<file path="src/rtl/score_display.sv">
// score_display: converts the binary score (0..99) into two BCD digits with a
// sequential shift-add-3 engine and drives a two-digit multiplexed
// seven-segment display. Values above 99 are shown as "--".
module score_display #(
    parameter int unsigned BW      = 7,
    parameter int unsigned MUX_DIV = 1000
) (
    input  logic          clk_i,
    input  logic          rst_n_i,
    input  logic [BW-1:0] value_i,
    output logic [6:0]    seg_o,
    output logic [1:0]    dig_sel_o,
    output logic          ovf_o,
    output logic          busy_o
);

    localparam int unsigned   CW       = $clog2(BW);
    localparam int unsigned   RW       = $clog2(MUX_DIV);
    localparam logic [CW-1:0] BIT_LAST = CW'(BW - 1);
    localparam logic [RW-1:0] REF_LAST = RW'(MUX_DIV - 1);
    localparam logic [6:0]    DASH     = 7'h40;
    localparam logic [6:0]    BLANK    = 7'h00;

    typedef enum logic [1:0] {
        IDLE,
        SHIFT,
        LOAD
    } state_t;

    state_t        state_q;
    logic [BW-1:0] last_q;
    logic [BW-1:0] shift_q;
    logic          force_q;
    logic          ovf_pend_q;
    logic [CW-1:0] bit_q;
    logic [3:0]    tens_w;
    logic [3:0]    ones_w;
    logic [3:0]    tens_q;
    logic [3:0]    ones_q;
    logic          ovf_q;
    logic          valid_q;
    logic [RW-1:0] ref_q;
    logic          phase_q;
    logic [6:0]    seg_q;
    logic [1:0]    dig_q;

    logic          value_ovf;
    logic [3:0]    tens_adj;
    logic [3:0]    ones_adj;
    logic [6:0]    slot_glyph;

    function automatic logic [6:0] glyph(input logic [3:0] d);
        case (d)
            4'd0:    glyph = 7'h3F;
            4'd1:    glyph = 7'h06;
            4'd2:    glyph = 7'h5B;
            4'd3:    glyph = 7'h4F;
            4'd4:    glyph = 7'h66;
            4'd5:    glyph = 7'h6D;
            4'd6:    glyph = 7'h7D;
            4'd7:    glyph = 7'h07;
            4'd8:    glyph = 7'h7F;
            4'd9:    glyph = 7'h6F;
            default: glyph = BLANK;
        endcase
    endfunction

    assign value_ovf = (32'(value_i) > 32'd99);

    // Add-3 correction of each BCD nibble ahead of the next shift
    always_comb begin
        tens_adj = (tens_w >= 4'd5) ? tens_w + 4'd3 : tens_w;
        ones_adj = (ones_w >= 4'd5) ? ones_w + 4'd3 : ones_w;
    end

    // Conversion FSM: capture on change, BW shift steps, then load the display registers
    always_ff @(posedge clk_i or negedge rst_n_i) begin
        if (!rst_n_i) begin
            state_q    <= IDLE;
            force_q    <= 1'b1;
            valid_q    <= 1'b0;
            last_q     <= '0;
            shift_q    <= '0;
            ovf_pend_q <= 1'b0;
            bit_q      <= '0;
            tens_w     <= '0;
            ones_w     <= '0;
            tens_q     <= '0;
            ones_q     <= '0;
            ovf_q      <= 1'b0;
        end else begin
            case (state_q)
                IDLE: begin
                    if (value_i != last_q || force_q) begin
                        shift_q    <= value_i;
                        last_q     <= value_i;
                        ovf_pend_q <= value_ovf;
                        force_q    <= 1'b0;
                        bit_q      <= '0;
                        tens_w     <= '0;
                        ones_w     <= '0;
                        state_q    <= SHIFT;
                    end
                end
                SHIFT: begin
                    tens_w  <= {tens_adj[2:0], ones_adj[3]};
                    ones_w  <= {ones_adj[2:0], shift_q[BW-1]};
                    shift_q <= {shift_q[BW-2:0], 1'b0};
                    if (bit_q == BIT_LAST) begin
                        state_q <= LOAD;
                    end else begin
                        bit_q <= bit_q + CW'(1);
                    end
                end
                LOAD: begin
                    tens_q  <= tens_w;
                    ones_q  <= ones_w;
                    ovf_q   <= ovf_pend_q;
                    valid_q <= 1'b1;
                    state_q <= IDLE;
                end
                default: state_q <= IDLE;
            endcase
        end
    end

    // Glyph for the slot currently selected by the multiplex phase
    always_comb begin
        if (ovf_q) begin
            slot_glyph = DASH;
        end else if (phase_q) begin
            slot_glyph = (tens_q == 4'd0) ? BLANK : glyph(tens_q);
        end else begin
            slot_glyph = glyph(ones_q);
        end
    end

    // Refresh counter: flips the digit phase every MUX_DIV cycles
    always_ff @(posedge clk_i or negedge rst_n_i) begin
        if (!rst_n_i) begin
            ref_q   <= '0;
            phase_q <= 1'b0;
        end else if (ref_q == REF_LAST) begin
            ref_q   <= '0;
            phase_q <= ~phase_q;
        end else begin
            ref_q <= ref_q + RW'(1);
        end
    end

    // Registered segment and digit-enable drive, dark until the first conversion lands
    always_ff @(posedge clk_i or negedge rst_n_i) begin
        if (!rst_n_i) begin
            seg_q <= '0;
            dig_q <= '0;
        end else begin
            seg_q <= valid_q ? slot_glyph : BLANK;
            dig_q <= valid_q ? (phase_q ? 2'b10 : 2'b01) : 2'b00;
        end
    end

    assign seg_o     = seg_q;
    assign dig_sel_o = dig_q;
    assign ovf_o     = ovf_q;
    assign busy_o    = (state_q != IDLE);

endmodule

</file>
<file path="config.mk">
export PLATFORM = sky130hd
export DESIGN_NAME = score_display
export DESIGN_NICKNAME = d
export VERILOG_FILES = /design/src/rtl/score_display.sv
export SDC_FILE = /design/constraint.sdc
export NUM_CORES = 1
export LEC_CHECK = 0
export ABC_AREA = 1
export CAP_MARGIN = 20
export CORE_MARGIN = 3
export CORE_UTILIZATION = 45
export CTS_CLUSTER_SIZE = 24
export DETAILED_ROUTE_END_ITERATION = 16
export HOLD_SLACK_MARGIN = 0.08
export PLACE_DENSITY = 0.6
export SYNTH_ARGS = -nofsm -noshare
export SYNTH_HDL_FRONTEND = slang
export SYNTH_SLANG_ARGS = --single-unit
</file>
<file path="constraint.sdc">
create_clock -name clk_i -period 1.8 [get_ports clk_i]
set_input_delay 0.18 -clock clk_i [delete_from_list [all_inputs] [get_ports clk_i]]
set_output_delay 0.18 -clock clk_i [all_outputs]
set_load 0.01 [all_outputs]
</file>
# --- Yosys cells after proc, flatten, opt, wreduce, memory -nomap -nowiden ---
# Memories as Yosys holds them, arrays and structs flattened.
# Cells that the tools add are included.
classes:
  addsub: 4
  mux: 20
  bitwise: 1
  n_eq_ne: 8
  reduce_logical: 9
  magnitude_cmp: 3
ops:
  columns: ["operator", "count"]
  rows:
  - ["7-bit two-way mux", 5]
  - ["4-bit one-hot mux with 2 select lines", 2]
  - ["7-bit one-hot mux with 2 select lines", 1]
  - ["10-bit by 1-bit adder with 10-bit output, second input constant", 1]
  - ["10-bit equality test, second input constant", 1]
  - ["10-bit two-way mux", 1]
  - ["3-bit two-way mux", 3]
  - ["4-bit by 3-bit greater-or-equal comparator with 1-bit output, second input constant", 2]
  - ["2-bit two-way mux", 4]
  - ["4-bit two-way mux", 2]
  - ["7-bit > comparator, second input constant", 1]
  - ["7-bit inequality test", 1]
  - ["2-bit inequality test, second input constant", 3]
  - ["3-bit one-hot mux with 2 select lines", 1]
  - ["2-bit AND reduction", 3]
  - ["4-bit by 2-bit adder with 4-bit output, second input constant", 1]
  - ["4-bit logical NOT", 1]
  - ["2-bit one-hot mux with 2 select lines", 1]
  - ["2-bit nonzero test", 2]
  - ["3-bit by 1-bit adder with 3-bit output, second input constant", 1]
  - ["3-bit by 2-bit adder with 3-bit output, second input constant", 1]
  - ["3-bit equality test, second input constant", 1]
  - ["3-bit AND reduction", 1]
  - ["2-bit by 1-bit equality test with 1-bit output, second input constant", 1]
  - ["4 further kinds", 4]
word_totals:
  romBits: 224
  ff_bits: 59
  out_inout_bits: 11
  input_bits: 9
  word_cells: 63
  n_memories: 2
mem_list:
  columns: ["memory", "words", "word_bits", "read_ports", "rd_clocked_by_memory_dff", "wr", "line", "source"]
  rows:
  - ["(name not given)", 16, 7, 1, 0, 0, "53", "case (d)"]
  - ["(name not given)", 16, 7, 1, 0, 0, "53", null]

# --- Depth between registers and ports, before layout ---
logic_depth:
  depth_word: 5
  mapped_depth: 11

# --- Worst setup path before layout ---
# No wires, ideal clock.
synth_path:
  path_type: "reg2reg"
  from: "register tens_q[1]"
  to: "register seg_q[2], in the netlist seg_o[2]"
  setup_slack_ns: 0.515
  n_path_buf: 0
  stages_incl_launch_ff: 8
  arrival_time_ns: 1.207
  setup_time_ns: 0.077
  cell_sequence: "dfrtp_1 > inv_1 > ha_1 > nand3_1 > nand2_1 > nor2_1 > o31ai_1 > a21oi_1"
synth_between:
  elab_chain_cells: 5
  word_cells_on_any_way: 6
synth_lines:
  columns: ["element", "line", "source"]
  rows:
  - ["from (decl)", "38", "logic [3:0] tens_q;"]
  - ["from (signal assigned)", "116", "tens_q <= tens_w;"]
  - ["memory 16 x 7 bit / 4-bit logical NOT (equally long branches)", null, null]
  - ["7-bit two-way mux (*)", "132", "slot_glyph = (tens_q == 4'd0) ? BLANK : glyph(tens_q);"]
  - ["7-bit two-way mux (*)", "131", "end else if (phase_q) begin"]
  - ["7-bit two-way mux (*)", "129", "if (ovf_q) begin"]
  - ["7-bit two-way mux (*)", "157", "seg_q <= valid_q ? slot_glyph : BLANK;"]
  - ["to (signal assigned)", "157", null]
  - ["to (decl)", "44", "logic [6:0] seg_q;"]
# Every way passes the cells marked *; elsewhere a longest branch is shown, timed or not.
# A chain may end at the register's enable or synchronous reset.

# --- Final worst setup path ---
layout_path:
  from: "register state_q[1]"
  to: "output busy_o"
layout_between:
  elab_chain_cells: 1
layout_lines:
  columns: ["element", "line", "source"]
  rows:
  - ["from (decl)", "30", "state_t state_q;"]
  - ["from (signal assigned)", "79", "state_q <= IDLE;"]
  - ["from (signal assigned)", "102", "state_q <= SHIFT;"]
  - ["from (signal assigned)", "110", "state_q <= LOAD;"]
  - ["2-bit nonzero test", "165", "assign busy_o = (state_q != IDLE);"]
  - ["to (decl)", "14", "output logic busy_o"]
# Every way passes these cells.

==> results.sh <==
export IMPL_drt_vias_per_instance=4.924
export IMPL_dieArea_mm2=0.007854
export IMPL_cts_made_buffers=9
export IMPL_yosys_area_share_simple_pct=24.64
export IMPL_cts_sinks=59
export IMPL_syn_instance_count=382
export IMPL_final_cell_mix="nand2_1 (100), dfrtp_1 (58), inv_1 (53)"
export IMPL_grt_pass1_wl_um=10530
export IMPL_status="finished, final reports clean"
export IMPL_grt_antenna_before_repair=0
export IMPL_placed_area_mm2=0.003395
export IMPL_whs_ns=0.3104
export IMPL_clock_latency_ns=0.33
export IMPL_ys_ff_latch=59
export IMPL_reg2regPathDepth=7
export IMPL_synth_warning_count=0
export IMPL_finalHoldViolations=0
export IMPL_worst_path_buf_inv=2
export IMPL_wl_um=5806
export IMPL_critPathLaunchType="flip-flop"
export IMPL_place_ws_ns=0.07142
export IMPL_leakage_nw=1.854
export IMPL_worst_pin_slew_ns=0.5380
export IMPL_finalSetupTns_ns=0
export IMPL_synth_xor_area_share_pct=0.8554
export IMPL_power_mw=5.761
export IMPL_r2r_end="seg_o[2]"
export IMPL_syn_area_per_cell_um2=8.041
export IMPL_first_pass_iters=4
export IMPL_ios=20
export IMPL_utilization_pct=55.62
export IMPL_drv_cap=0
export IMPL_max_freq_mhz=598.2
export IMPL_crit_type="flip-flop to output pin"
export IMPL_root_buffer="clkbuf_8"
export IMPL_hpwl_um=4326
export IMPL_period_minus_slack_ns=1.672
export IMPL_rsz0062_at_grt="no"
export IMPL_cts_tree="yes"
export IMPL_dp_cells=480
export IMPL_fin_nets=441
export IMPL_core_mm2=0.006495
export IMPL_grt_pass1_vias=2382
export IMPL_grt_usage_pct=17.37
export IMPL_die_w_um=88.62
export IMPL_fin_cells=497
export IMPL_cpLargestDelayFamily="buffers and inverters"
export IMPL_syn2layout_area_growth_pct=17.60
export IMPL_synth_top_family_by_area="simple AND/OR/NAND/NOR gates"
export IMPL_multiInputGateArea_mm2=0.001340
export IMPL_cts_clk_slew_worst_paths_ns=0.06
export IMPL_endpoint_kind="output pin"
export IMPL_die_h_um=88.62
export IMPL_postCtsSetupRepairBufs=0
export IMPL_ir_drop_mv=0.7964
export IMPL_finClkSkew_ns=0.007236
export IMPL_ant_nets=0
export IMPL_crit_chain="nor2_1, inv_1, clkdlybuf4s50_1"
export IMPL_rows=29
export IMPL_synth_compound_area_share_pct=11.20
export IMPL_crit_path_top_delay_cell="clkdlybuf4s50_1"
export IMPL_grt_max_degree=28
export IMPL_finalCritPeriodShare_pct=92.87
export IMPL_final_area_mm2=0.003612
export IMPL_muxShareOfSynthArea_pct=0
export IMPL_layout_commonest_cell="nand2_1"
export IMPL_syn_cell_area_mm2=0.003072
export IMPL_reg2reg_from="tens_q[1]"
export IMPL_syn_num_nets=408
export IMPL_drv_slew=0
export IMPL_synth_fa_ha_area_share_pct=6.925
export IMPL_cp_max_fo=4
export IMPL_cts_max_path_buffers=2
export IMPL_antenna_cells=0
export IMPL_drive_gt1_share_pct=8.095
export IMPL_worst_hold_path_type="input port to asynchronous set/reset pin"
export IMPL_yosysSeqAreaShare_pct=48.11
export IMPL_critPathArrivalTime_ns=1.49
export IMPL_setup_viol=0
export IMPL_crit_required_ns=1.62
export IMPL_wl_per_cell_um=11.68
export IMPL_htree_num_levels=3
export IMPL_ys_types=29
export IMPL_route_detailed_drc=0
export IMPL_grt_overflow=0
export IMPL_reg2reg_slack_ns=0.30
export IMPL_finalWorstSetupSlack_ns=0.1283
export IMPL_vias=2447
export IMPL_n_fill_cell=602
export IMPL_port_buffer_count=19
export IMPL_initial_utilization_pct=47.29
export IMPL_drt_iter0_markers=132
export IMPL_gp_congestion=0.7971
export IMPL_power_density_mw_per_mm2=1595
export IMPL_slowest_delay_ns=0.47
export IMPL_cts_resized_gates=0
export IMPL_regArea_mm2=0.001478
export IMPL_slew_headroom_pct=64.05
==> worst max-delay path by stage <==
| stage | slack (ns) | from | cells after the start | to |
|---|---|---|---|---|
| floorplan | 0.52 | tens_q[1] | 7 | seg_o[2] |
| global placement | 0.11 | value_i[5] | 10 | shift_q[1] |
| detailed placement | 0.07 | value_i[5] | 10 | shift_q[1] |
| CTS | 0.09 | state_q[1] | 3 | busy_o |
| global route | 0.02 | state_q[1] | 3 | busy_o |
| finish | 0.13 | state_q[1] | 3 | busy_o |
==> cells in the mapped netlist (all sizes together) <==
cell type	n	area share, %
o21ai	36	5.9
a21boi	1	0.24
a31oi	2	0.41
or2	2	0.41
nor3	4	0.65
buf	5	1.4
inv	53	6.5
a21oi	16	2.7
ha	17	6.9
dfrtp	58	47
clkbuf	2	0.24
nand2	102	13
dfstp	1	0.86
xor2	3	0.86
nor2	33	4.4
o21bai	1	0.24
o211ai	3	0.73
clkinv	1	0.12
nor4	2	0.41
a22oi	3	0.73
nand4	2	0.41
nand3	34	5.5
o31ai	1	0.24
==> cell families (layout without fill, tap and decap cells) <==
logic type      after synthesis  count (layout)
simple gates                179             179
compound gates               63              63
buf+inv                      61              99
flops                        59              59
fa+ha+maj                    17              17
xor+xnor                      3               3
==> final cells by class <==
| cell class | count | area share [%] |
|---|---|---|
| flip-flops and latches | 59 | 40.91 |
| multi-input cells | 262 | 37.10 |
| repair buffers | 29 | 7.967 |
| inverters | 54 | 5.611 |
| clock buffers | 10 | 3.533 |
| well taps | 77 | 2.667 |
| clock inverters | 6 | 2.217 |
==> worst reg2reg max path: stages (launching register included) <==
cell and delay, ns:
dfrtp_1 0.41, inv_1 0.11, ha_1 0.21, nand3_1 0.11, nand2_1 0.06, nor2_1 0.24
o31ai_1 0.13, a21oi_1 0.15
==> routing by layer <==
| layer | GRT usage (%) | vias to the layer above | routed length, um |
|---|---|---|---|
| li1 | - | 1292 | - |
| met1 | 22.76 | 1096 | 2827 |
| met2 | 26.99 | 47 | 2589 |
| met3 | 5.400 | 12 | 285 |
| met4 | 6.593 | 0 | 103 |
| met5 | 0 | - | 0 |
==> registers in the layout, summed over array words and instances, names as in the netlist, 2 cells and up <==
signal	flops
seg_o	7
dig_sel_o	2
ones_w	4
bit_q	3
ref_q	10
last_q	7
tens_q	4
ones_q	4
tens_w	4
shift_q	7
state_q	2
==> power breakdown <==
| part | internal [mW] | total (mW) | switching, mW |
|---|---|---|---|
| clock network | 0.769 | 1.27 | 0.505 |
| registers | 1.79 | 2.12 | 0.336 |
| logic | 1.01 | 2.36 | 1.35 |
==> what timing repair did <==
action | in CTS | in global routing
setup endpoints to repair | 0 | 0
endpoints found under the hold margin | 17 | 0
hold buffers | 1 | 0
(Power assumes the default switching activity.)
==> RTL change, RTL diff (config.mk and constraints unchanged) <==
Reset style: synchronous (`rst_n_i`), changed in 3 clocked blocks.
--- a/src/rtl/score_display.sv
+++ b/src/rtl/score_display.sv
@@ -75,5 +75,5 @@
 
     // Conversion FSM: capture on change, BW shift steps, then load the display registers
-    always_ff @(posedge clk_i or negedge rst_n_i) begin
+    always_ff @(posedge clk_i) begin
         if (!rst_n_i) begin
             state_q    <= IDLE;
@@ -137,5 +137,5 @@
 
     // Refresh counter: flips the digit phase every MUX_DIV cycles
-    always_ff @(posedge clk_i or negedge rst_n_i) begin
+    always_ff @(posedge clk_i) begin
         if (!rst_n_i) begin
             ref_q   <= '0;
@@ -150,5 +150,5 @@
 
     // Registered segment and digit-enable drive, dark until the first conversion lands
-    always_ff @(posedge clk_i or negedge rst_n_i) begin
+    always_ff @(posedge clk_i) begin
         if (!rst_n_i) begin
             seg_q <= '0;
Behaviour: differs if rst_n_i is asserted again (counterexample within 4 cycles, from zero or initial values and one cycle with rst_n_i low); with rst_n_i held inactive, the same outputs for 10 cycles.
==> RTL change against the original RTL <==
Global-route usage decreased by 0.86 points. Area after synthesis increased by 11%. Worst hold slack improved by 0.13 ns. Synthesized cell count increased by 21%. Worst setup slack got worse by 0.034 ns. Core utilization increased by 1.1 points. Wire length increased by 16%. Final area increased by 14%. Sequential cell count increased by 14. Critical path type unchanged.
Power is not compared: it rests on default switching activity, and its combinational part moved more than twofold at a synthesized area within 25%.
==> RTL change: results (changes against the original RTL) <==
* Status: completed (unchanged)
* Routed vias at 2,863 (was 2,447)
* Ratio of cells with drive above 1 in the final layout at 13.18% (was 8.095%)
* RD Place Congestion at 0.8417 (was 0.7971)
* Layout fillers at 741 (was 602)
* Worst slew margin at 71.41% (was 64.05%)
* R2R cell count at 9 (was 7)
* Sequential area share after synthesis at 42.89% (was 48.11%)
* Worst hold-check path type: reg -> reg (was in -> async)
* Syn nets at 492 (was 408)
* Setup slack at placement at -0.1160 ns (was 0.07142 ns)
* Post-Synthesis Cells at 464 (was 382)
* Final cycle utilization of the critical path at 94.75% (was 92.87%)
* First-pass GRT wire length at 11,580 um (was 10,530 um)
* Main area contributors after synthesis: dfxtp_1, nand2_1, nor2_1 (was dfrtp_1, nand2_1, ha_1)
* CP Max Fanout at 3 (was 4)
* Post-synth top cells: nand2_1, dfxtp_1, nor2_1 (was nand2_1, dfrtp_1, inv_1)
* Final instance area at 4133 sq um (was 3612 sq um)
* Async SR Flop Fraction at 0% (was 100.0%)
* Post-DP Area at 3890 sq um (was 3395 sq um)
* Placed insts at 600 (was 480)
* Synth cell types at 32 (was 29)
* CTS resizes at 1 (was 0)
* Reg-to-reg slack, setup at 0.14 ns (was 0.30 ns)
* Final WL at 6722 um (was 5806 um)
* Fin Hold WS at 0.4433 ns (was 0.3104 ns)
* Post-synth top flop: dfxtp_1 (was dfrtp_1)
-- RTL change: final cells by class --
type                       instances  area share (%)
multi-input combinational        321           40.72
timing repair buffer              48           10.48
sequential                        73           35.39
tap                               99           2.997
inverter                          59           5.359
clock inverter                     5           1.968
clock buffer                      10           3.088
-- RTL change: routing by layer --
| layer | share of wire (%) | GRT usage, % |
|---|---|---|
| met1 | 52 | 22.02 |
| met2 | 44 | 26.15 |
| met3 | 3.4 | 5.310 |
| met4 | 0.28 | 3.663 |
| met5 | 0 | 0 |
-- RTL change: cell families (layout without fill, tap and decap cells) --
logic type	after synthesis	count (layout)	synth area share, %
DFF	73	73	42.89
and+or+nand+nor	217	217	27.98
xor gates and xnor gates	2	2	0.5142
adders and majority gates	19	19	6.978
AOI/OAI and AO/OA	83	83	12.96
buffers and inverters	70	122	8.667
-- RTL change: worst max-delay path: cells and delay by family, from the launching register on --
kind | cells | cell delay [ns]
buf+inv | 3 | 0.76
flops | 1 | 0.38
simple gates | 1 | 0.05
